### src/rtl/rs_issue_reg.sv
// Issue-stage register bank behind the two-way RS selector. Steers up to two granted RS
// entries per cycle into ALU0/ALU1/MULT/MEM holding registers. func_sel per slot: 0=NOP 1=ALU 2=MULT 3=MEM.

module rs_issue_slot #(
    parameter int WIDTH  = 16,
    parameter int DATA_W = 32,
    parameter int TAG_W  = 6
) (
    input  logic [WIDTH-1:0]        gnt,
    input  logic [1:0]              func,
    input  logic [WIDTH*DATA_W-1:0] rs_opa,
    input  logic [WIDTH*DATA_W-1:0] rs_opb,
    input  logic [WIDTH*TAG_W-1:0]  rs_dest_tag,
    output logic                    is_alu,
    output logic                    is_mult,
    output logic                    is_mem,
    output logic                    bad_gnt,
    output logic [DATA_W-1:0]       opa,
    output logic [DATA_W-1:0]       opb,
    output logic [TAG_W-1:0]        tag
);
    localparam int IDX_W = (WIDTH > 1) ? $clog2(WIDTH) : 1;

    logic [IDX_W-1:0] idx;
    logic             live;

    // Lowest set bit wins, so a malformed grant still yields a deterministic index.
    always_comb begin
        idx = '0;
        for (int i = WIDTH - 1; i >= 0; i--)
            if (gnt[i]) idx = IDX_W'(i);
    end

    assign live    = (|gnt) && (func != 2'd0);
    assign is_alu  = live && (func == 2'd1);
    assign is_mult = live && (func == 2'd2);
    assign is_mem  = live && (func == 2'd3);
    assign bad_gnt = |(gnt & (gnt - WIDTH'(1)));

    assign opa = rs_opa[int'(idx)*DATA_W +: DATA_W];
    assign opb = rs_opb[int'(idx)*DATA_W +: DATA_W];
    assign tag = rs_dest_tag[int'(idx)*TAG_W +: TAG_W];
endmodule

module rs_issue_reg #(
    parameter int WIDTH  = 16,
    parameter int DATA_W = 32,
    parameter int TAG_W  = 6
) (
    input  logic                    clock,
    input  logic                    reset_n,
    input  logic [2*WIDTH-1:0]      gnt_bus,
    input  logic [3:0]              func_sel,
    input  logic [WIDTH*DATA_W-1:0] rs_opa,
    input  logic [WIDTH*DATA_W-1:0] rs_opb,
    input  logic [WIDTH*TAG_W-1:0]  rs_dest_tag,
    input  logic                    squash,
    input  logic                    alu0_ready,
    input  logic                    alu1_ready,
    output logic                    alu0_stall_out,
    output logic                    alu1_stall_out,
    output logic                    alu0_valid,
    output logic [DATA_W-1:0]       alu0_opa,
    output logic [DATA_W-1:0]       alu0_opb,
    output logic [TAG_W-1:0]        alu0_tag,
    output logic                    alu1_valid,
    output logic [DATA_W-1:0]       alu1_opa,
    output logic [DATA_W-1:0]       alu1_opb,
    output logic [TAG_W-1:0]        alu1_tag,
    output logic                    mult_valid,
    output logic [DATA_W-1:0]       mult_opa,
    output logic [DATA_W-1:0]       mult_opb,
    output logic [TAG_W-1:0]        mult_tag,
    output logic                    mem_valid,
    output logic [DATA_W-1:0]       mem_opa,
    output logic [DATA_W-1:0]       mem_opb,
    output logic [TAG_W-1:0]        mem_tag,
    output logic [31:0]             issue_cnt,
    output logic                    illegal_issue
);
    logic [1:0]             slot_alu, slot_mult, slot_mem, slot_bad;
    logic [1:0][DATA_W-1:0] slot_opa, slot_opb;
    logic [1:0][TAG_W-1:0]  slot_tag;

    for (genvar s = 0; s < 2; s++) begin : g_slot
        rs_issue_slot #(.WIDTH(WIDTH), .DATA_W(DATA_W), .TAG_W(TAG_W)) u_slot (
            .gnt         (gnt_bus[s*WIDTH +: WIDTH]),
            .func        (func_sel[2*s +: 2]),
            .rs_opa      (rs_opa),
            .rs_opb      (rs_opb),
            .rs_dest_tag (rs_dest_tag),
            .is_alu      (slot_alu[s]),
            .is_mult     (slot_mult[s]),
            .is_mem      (slot_mem[s]),
            .bad_gnt     (slot_bad[s]),
            .opa         (slot_opa[s]),
            .opb         (slot_opb[s]),
            .tag         (slot_tag[s])
        );
    end

    logic       alu0_free, alu1_free;
    logic [1:0] free_alu;

    assign alu0_free      = !alu0_valid || alu0_ready;
    assign alu1_free      = !alu1_valid || alu1_ready;
    assign free_alu       = 2'(alu0_free) + 2'(alu1_free);
    assign alu1_stall_out = (free_alu < 2'd2);
    assign alu0_stall_out = (free_alu == 2'd0);

    logic ld_alu0, ld_alu1, src_alu0, src_alu1, drop_alu;

    // Slot0 claims first; each slot takes the lowest free ALU not already claimed.
    always_comb begin
        ld_alu0  = 1'b0;
        ld_alu1  = 1'b0;
        src_alu0 = 1'b0;
        src_alu1 = 1'b0;
        drop_alu = 1'b0;
        for (int s = 0; s < 2; s++) begin
            if (slot_alu[s]) begin
                if (alu0_free && !ld_alu0) begin
                    ld_alu0  = 1'b1;
                    src_alu0 = 1'(s);
                end else if (alu1_free && !ld_alu1) begin
                    ld_alu1  = 1'b1;
                    src_alu1 = 1'(s);
                end else begin
                    drop_alu = 1'b1;
                end
            end
        end
    end

    logic       ld_mult, ld_mem, src_mult, src_mem, proto_err;
    logic [1:0] n_load;

    assign ld_mult   = |slot_mult;
    assign ld_mem    = |slot_mem;
    assign src_mult  = !slot_mult[0];
    assign src_mem   = !slot_mem[0];
    assign n_load    = 2'(ld_alu0) + 2'(ld_alu1) + 2'(ld_mult) + 2'(ld_mem);
    assign proto_err = (|slot_bad) || drop_alu || (&slot_mult) || (&slot_mem);

    always_ff @(posedge clock or negedge reset_n) begin
        if (!reset_n) begin
            alu0_valid <= 1'b0; alu0_opa <= '0; alu0_opb <= '0; alu0_tag <= '0;
            alu1_valid <= 1'b0; alu1_opa <= '0; alu1_opb <= '0; alu1_tag <= '0;
            mult_valid <= 1'b0; mult_opa <= '0; mult_opb <= '0; mult_tag <= '0;
            mem_valid  <= 1'b0; mem_opa  <= '0; mem_opb  <= '0; mem_tag  <= '0;
            issue_cnt     <= '0;
            illegal_issue <= 1'b0;
        end else begin
            illegal_issue <= illegal_issue | proto_err;
            if (squash) begin
                alu0_valid <= 1'b0;
                alu1_valid <= 1'b0;
                mult_valid <= 1'b0;
                mem_valid  <= 1'b0;
            end else begin
                if (ld_alu0) begin
                    alu0_valid <= 1'b1;
                    alu0_opa   <= slot_opa[src_alu0];
                    alu0_opb   <= slot_opb[src_alu0];
                    alu0_tag   <= slot_tag[src_alu0];
                end else if (alu0_ready) begin
                    alu0_valid <= 1'b0;
                end
                if (ld_alu1) begin
                    alu1_valid <= 1'b1;
                    alu1_opa   <= slot_opa[src_alu1];
                    alu1_opb   <= slot_opb[src_alu1];
                    alu1_tag   <= slot_tag[src_alu1];
                end else if (alu1_ready) begin
                    alu1_valid <= 1'b0;
                end
                mult_valid <= ld_mult;
                if (ld_mult) begin
                    mult_opa <= slot_opa[src_mult];
                    mult_opb <= slot_opb[src_mult];
                    mult_tag <= slot_tag[src_mult];
                end
                mem_valid <= ld_mem;
                if (ld_mem) begin
                    mem_opa <= slot_opa[src_mem];
                    mem_opb <= slot_opb[src_mem];
                    mem_tag <= slot_tag[src_mem];
                end
                issue_cnt <= issue_cnt + 32'(n_load);
            end
        end
    end
endmodule
### config.mk
export PLATFORM = sky130hd
export DESIGN_NAME = rs_issue_reg
export DESIGN_NICKNAME = d
export VERILOG_FILES = /design/src/rtl/rs_issue_reg.sv
export SDC_FILE = /design/constraint.sdc
export NUM_CORES = 1
export LEC_CHECK = 0
export CORE_AREA = 2 2 578 580
export DETAILED_ROUTE_END_ITERATION = 10
export DIE_AREA = 0 0 580 582
export PLACE_DENSITY = 0.3
export SETUP_SLACK_MARGIN = 0.15
export SLEW_MARGIN = 40
export SYNTH_ARGS = -nofsm -noshare
export SYNTH_HDL_FRONTEND = slang
export SYNTH_SLANG_ARGS = --single-unit
### constraint.sdc
create_clock -name clock -period 5.75 [get_ports clock]
set_input_delay 0.8625 -clock clock [delete_from_list [all_inputs] [get_ports clock]]
set_output_delay 0.8625 -clock clock [all_outputs]
set_load 0.03 [all_outputs]
==> flow_summary.yaml <==
placed_design:
  place_hpwl_mm: 352
  dp_slack_ns: -0.497
  numPortBuffers: 1479
  gp_congestion: 0.898
pwr:
  power.density_mw_per_mm2: 226
  ir_worst_vdd_mv: 0.216
  finalPower_uw: 13200
  p_leak_uw: 0.0217
sta:
  fmax_mhz: 189
  clock_skew_ns: 0.0191
  setup_slack_ns: 0.450
  fin_crit_ns: 5.30
  worst_slew_pin_slew_ns: 1.20
  maxSlewViolCount: 0
  slew-limit-headroom_pct: 20.2
  min_period_over_period_pct: 92.2
  finalHoldViolCount: 0
  setup-violations-final: 0
  rsz0062_at_grt: "no"
critical_path:
  crit_path_end_kind: "flip-flop"
  required_ns: 6.29
  critPathArrivalTime_ns: 5.84
  cp_cell_sequence: "clkdlybuf4s50_1 > nor4_2 > nand2_1 > buf_4 > nor3_2 > nor3b_4 > buf_4 > or2_2 > nand2_1 > fa_1 > inv_1 > ha_1 > ha_1 > fa_1 > nand2b_1 > nor2_1 > nand4_1 > nor3_1 > buf_4 > nand3_1 > nor2_1 > nand2_1 > xnor2_1"
  slowest_stage: "clkdlybuf4s50_1"
  cp_num_buf_inv: 5
  cp-start-kind: "input port"
  crit_type: "input port to flip-flop"
  path_delay_family: "simple AND/OR/NAND/NOR gates"
  path_max_fanout: 6
  critPathMaxStageDelay_ns: 0.49
synthesis:
  ys_seq_area_share_pct: 23.3
  synthArstFlopShare_pct: 100
  synth_area_mm2: 0.0341
  netlist-cell-type-count: 99
  ys_seq_elements: 317
  ys.flop_type: "dfrtp_1"
  synth_xor_area_share_pct: 0.848
  synth_compound_area_share_pct: 37.3
  muxShareOfSynthArea_pct: 5.87
  postSynthNetCount: 5639
  synth_edf_count: 0
  synth_fa_ha_area_share_pct: 0.374
  avgSynthCellArea_um2: 7.62
  synth_cells: 4473
  synth_top_family_by_area: "compound AO/OA/AOI/OAI gates"
  yosys_warnings: 0
  synth-simple-area-share_pct: 25.1
cts:
  htreeDepth: 2
  root_buffer: "clkbuf_16"
  clkSinkCount: 317
  clk_latency_ns: 0.67
  clock_tree.buffer_depth: 3
  cts_buffers: 47
  cts_tree: "done"
  clkTransAtPathRegs_ns: 0.05
global_route:
  grt_pass1_vias: 49360
  grt_max_degree: 130
  gr-total-overflow: 0
  grt_usage_pct: 25.1
  antenna_found_initial: 243
  grt_pass1_wl_mm: 559
routing:
  post_drt_wl_per_cell_um: 42.6
  vias_per_cell: 4.88
  vias: 50804
  wl_mm: 444
  drc: 0
  ant_nets: 0
  drtIter0Drc: 5740
  firstDrtPassIters: 6
die:
  die-height_um: 582
  num_io_pins: 1480
  start_util_pct: 10.3
  core-area_mm2: 0.332
  die_w_um: 580
  die_area_mm2: 0.338
  row_count: 212
worst_hold_path:
  hp-class: "flip-flop to flip-flop"
outcome:
  status: "complete, no violations"
flow_run:
  max_cap_viol_count: 0
layout:
  final_nets: 7052
  syn2layout_area_growth_pct: 71.9
  drive_gt1_share_pct: 11.2
[sequential cells by signal, summed over array words and instances, names as in the netlist]
signal	count
alu0_opa	32
alu0_opb	32
alu0_tag	6
alu0_valid	1
alu1_opa	32
alu1_opb	32
alu1_tag	6
alu1_valid	1
illegal_issue	1
issue_cnt	32
mem_opa	32
mem_opb	32
mem_tag	6
mem_valid	1
mult_opa	32
mult_opb	32
mult_tag	6
mult_valid	1
[stage by stage]
| stage | std cells | area, um^2 | TNS (ns) | util (%) | hold slack (ns) |
|---|---|---|---|---|---|
| after CTS | 10310 | 58300 | 0 | 17.6 | 0.489 |
| after floorplan | 4473 | 34100 | 0 | - | 0.567 |
| after detailed placement | 10223 | 56700 | -5.65 | 17.1 | 0.474 |
| after global placement | 10219 | 56400 | -6.34 | 17.0 | 0.471 |
| final | 10402 | 58600 | 0 | 17.7 | 0.485 |
| after global routing | 10353 | 58500 | 0 | 17.6 | 0.504 |
[cell usage in the layout (no fill, tap or decap), types with 28 or more instances in the layout]
cell type	n
nand4_1	53
nand3_1	147
a31o_2	33
a221o_1	142
clkbuf_16	47
a211oi_1	365
a31oi_1	180
o211ai_1	74
o22ai_1	73
dfrtp_1	317
a2111oi_1	29
o221ai_1	108
and3_1	352
diode_2	92
nor4_1	28
a21boi_0	47
nor3_1	86
a21oi_1	66
nor2_1	131
nand2_1	758
a211o_1	53
buf_12	78
buf_4	288
a32o_1	28
inv_1	49
o21ai_0	152
a32oi_1	55
mux2i_1	173
clkdlybuf4s50_1	1478
o22a_1	33
[area by class of cell]
class	count	area, um^2
sequential	317	7930
antenna	92	230
multi-input combinational	3619	24500
clock inverter	25	299
tap	4387	5490
inverter	51	191
clock buffer	61	1310
timing repair buffer	1850	18600
fill	37353	273000
[final timing paths]
check | start | to | slack [ns] | cells past startpoint
setup / recovery | gnt_bus[20] | issue_cnt[30] | 0.45 | 23
hold / removal | issue_cnt[31] | issue_cnt[31] | 0.48 | 1
setup reg to reg | alu0_valid | issue_cnt[30] | 1.83 | 17
hold reg to reg | issue_cnt[31] | issue_cnt[31] | 0.48 | 1
max in group asynchronous | reset_n | alu0_opa[1] | 3.76 | 4
min in group asynchronous | reset_n | illegal_issue | 0.67 | 2
[metal layers]
layer / up-vias / global-route usage, % / wire length, um
met4: 106 / 9.91 / 19100
met5: - / 0 / 668
met1: 25920 / 29.6 / 174000
li1: 20649 / - / -
met3: 735 / 6.71 / 36400
met2: 3394 / 43.0 / 213000
[power breakdown]
group	internal (uW)	switching (uW)	leakage [uW]
registers	2740	494	0.00395
clock network	1800	1410	0.000785
logic	2600	4200	0.0169
[kinds of logic after synthesis]
logic type,count (synthesis)
simple gates,1730
compound gates,1649
buf+inv,537
flops,317
mux,197
xor+xnor,33
fa+ha+maj,10
[cell usage after synthesis, drive strengths merged (76+ instances only)]
cell type | instances | share of area (%)
a211oi | 367 | 8.1
nand2 | 771 | 8.6
o211ai | 76 | 1.7
and3 | 366 | 6.9
a31oi | 181 | 3.3
nand3 | 158 | 2.4
nor3 | 94 | 1.5
o221ai | 108 | 2.8
a221o | 142 | 4.2
mux2i | 173 | 5.1
dfrtp | 317 | 23
clkbuf | 253 | 2.8
nor2 | 150 | 1.7
o21ai | 167 | 2.5
buf | 233 | 3.8
[timing repair]
action | 4_1_cts | 5_1_grt
hold endpoints to repair | 4 | 0
buffers inserted | 0 | 0
resized for setup | 0 | 3
hold buffers | 1 | 0
setup endpoints to repair | 0 | 6
Power figures use the tool's default switching activity.
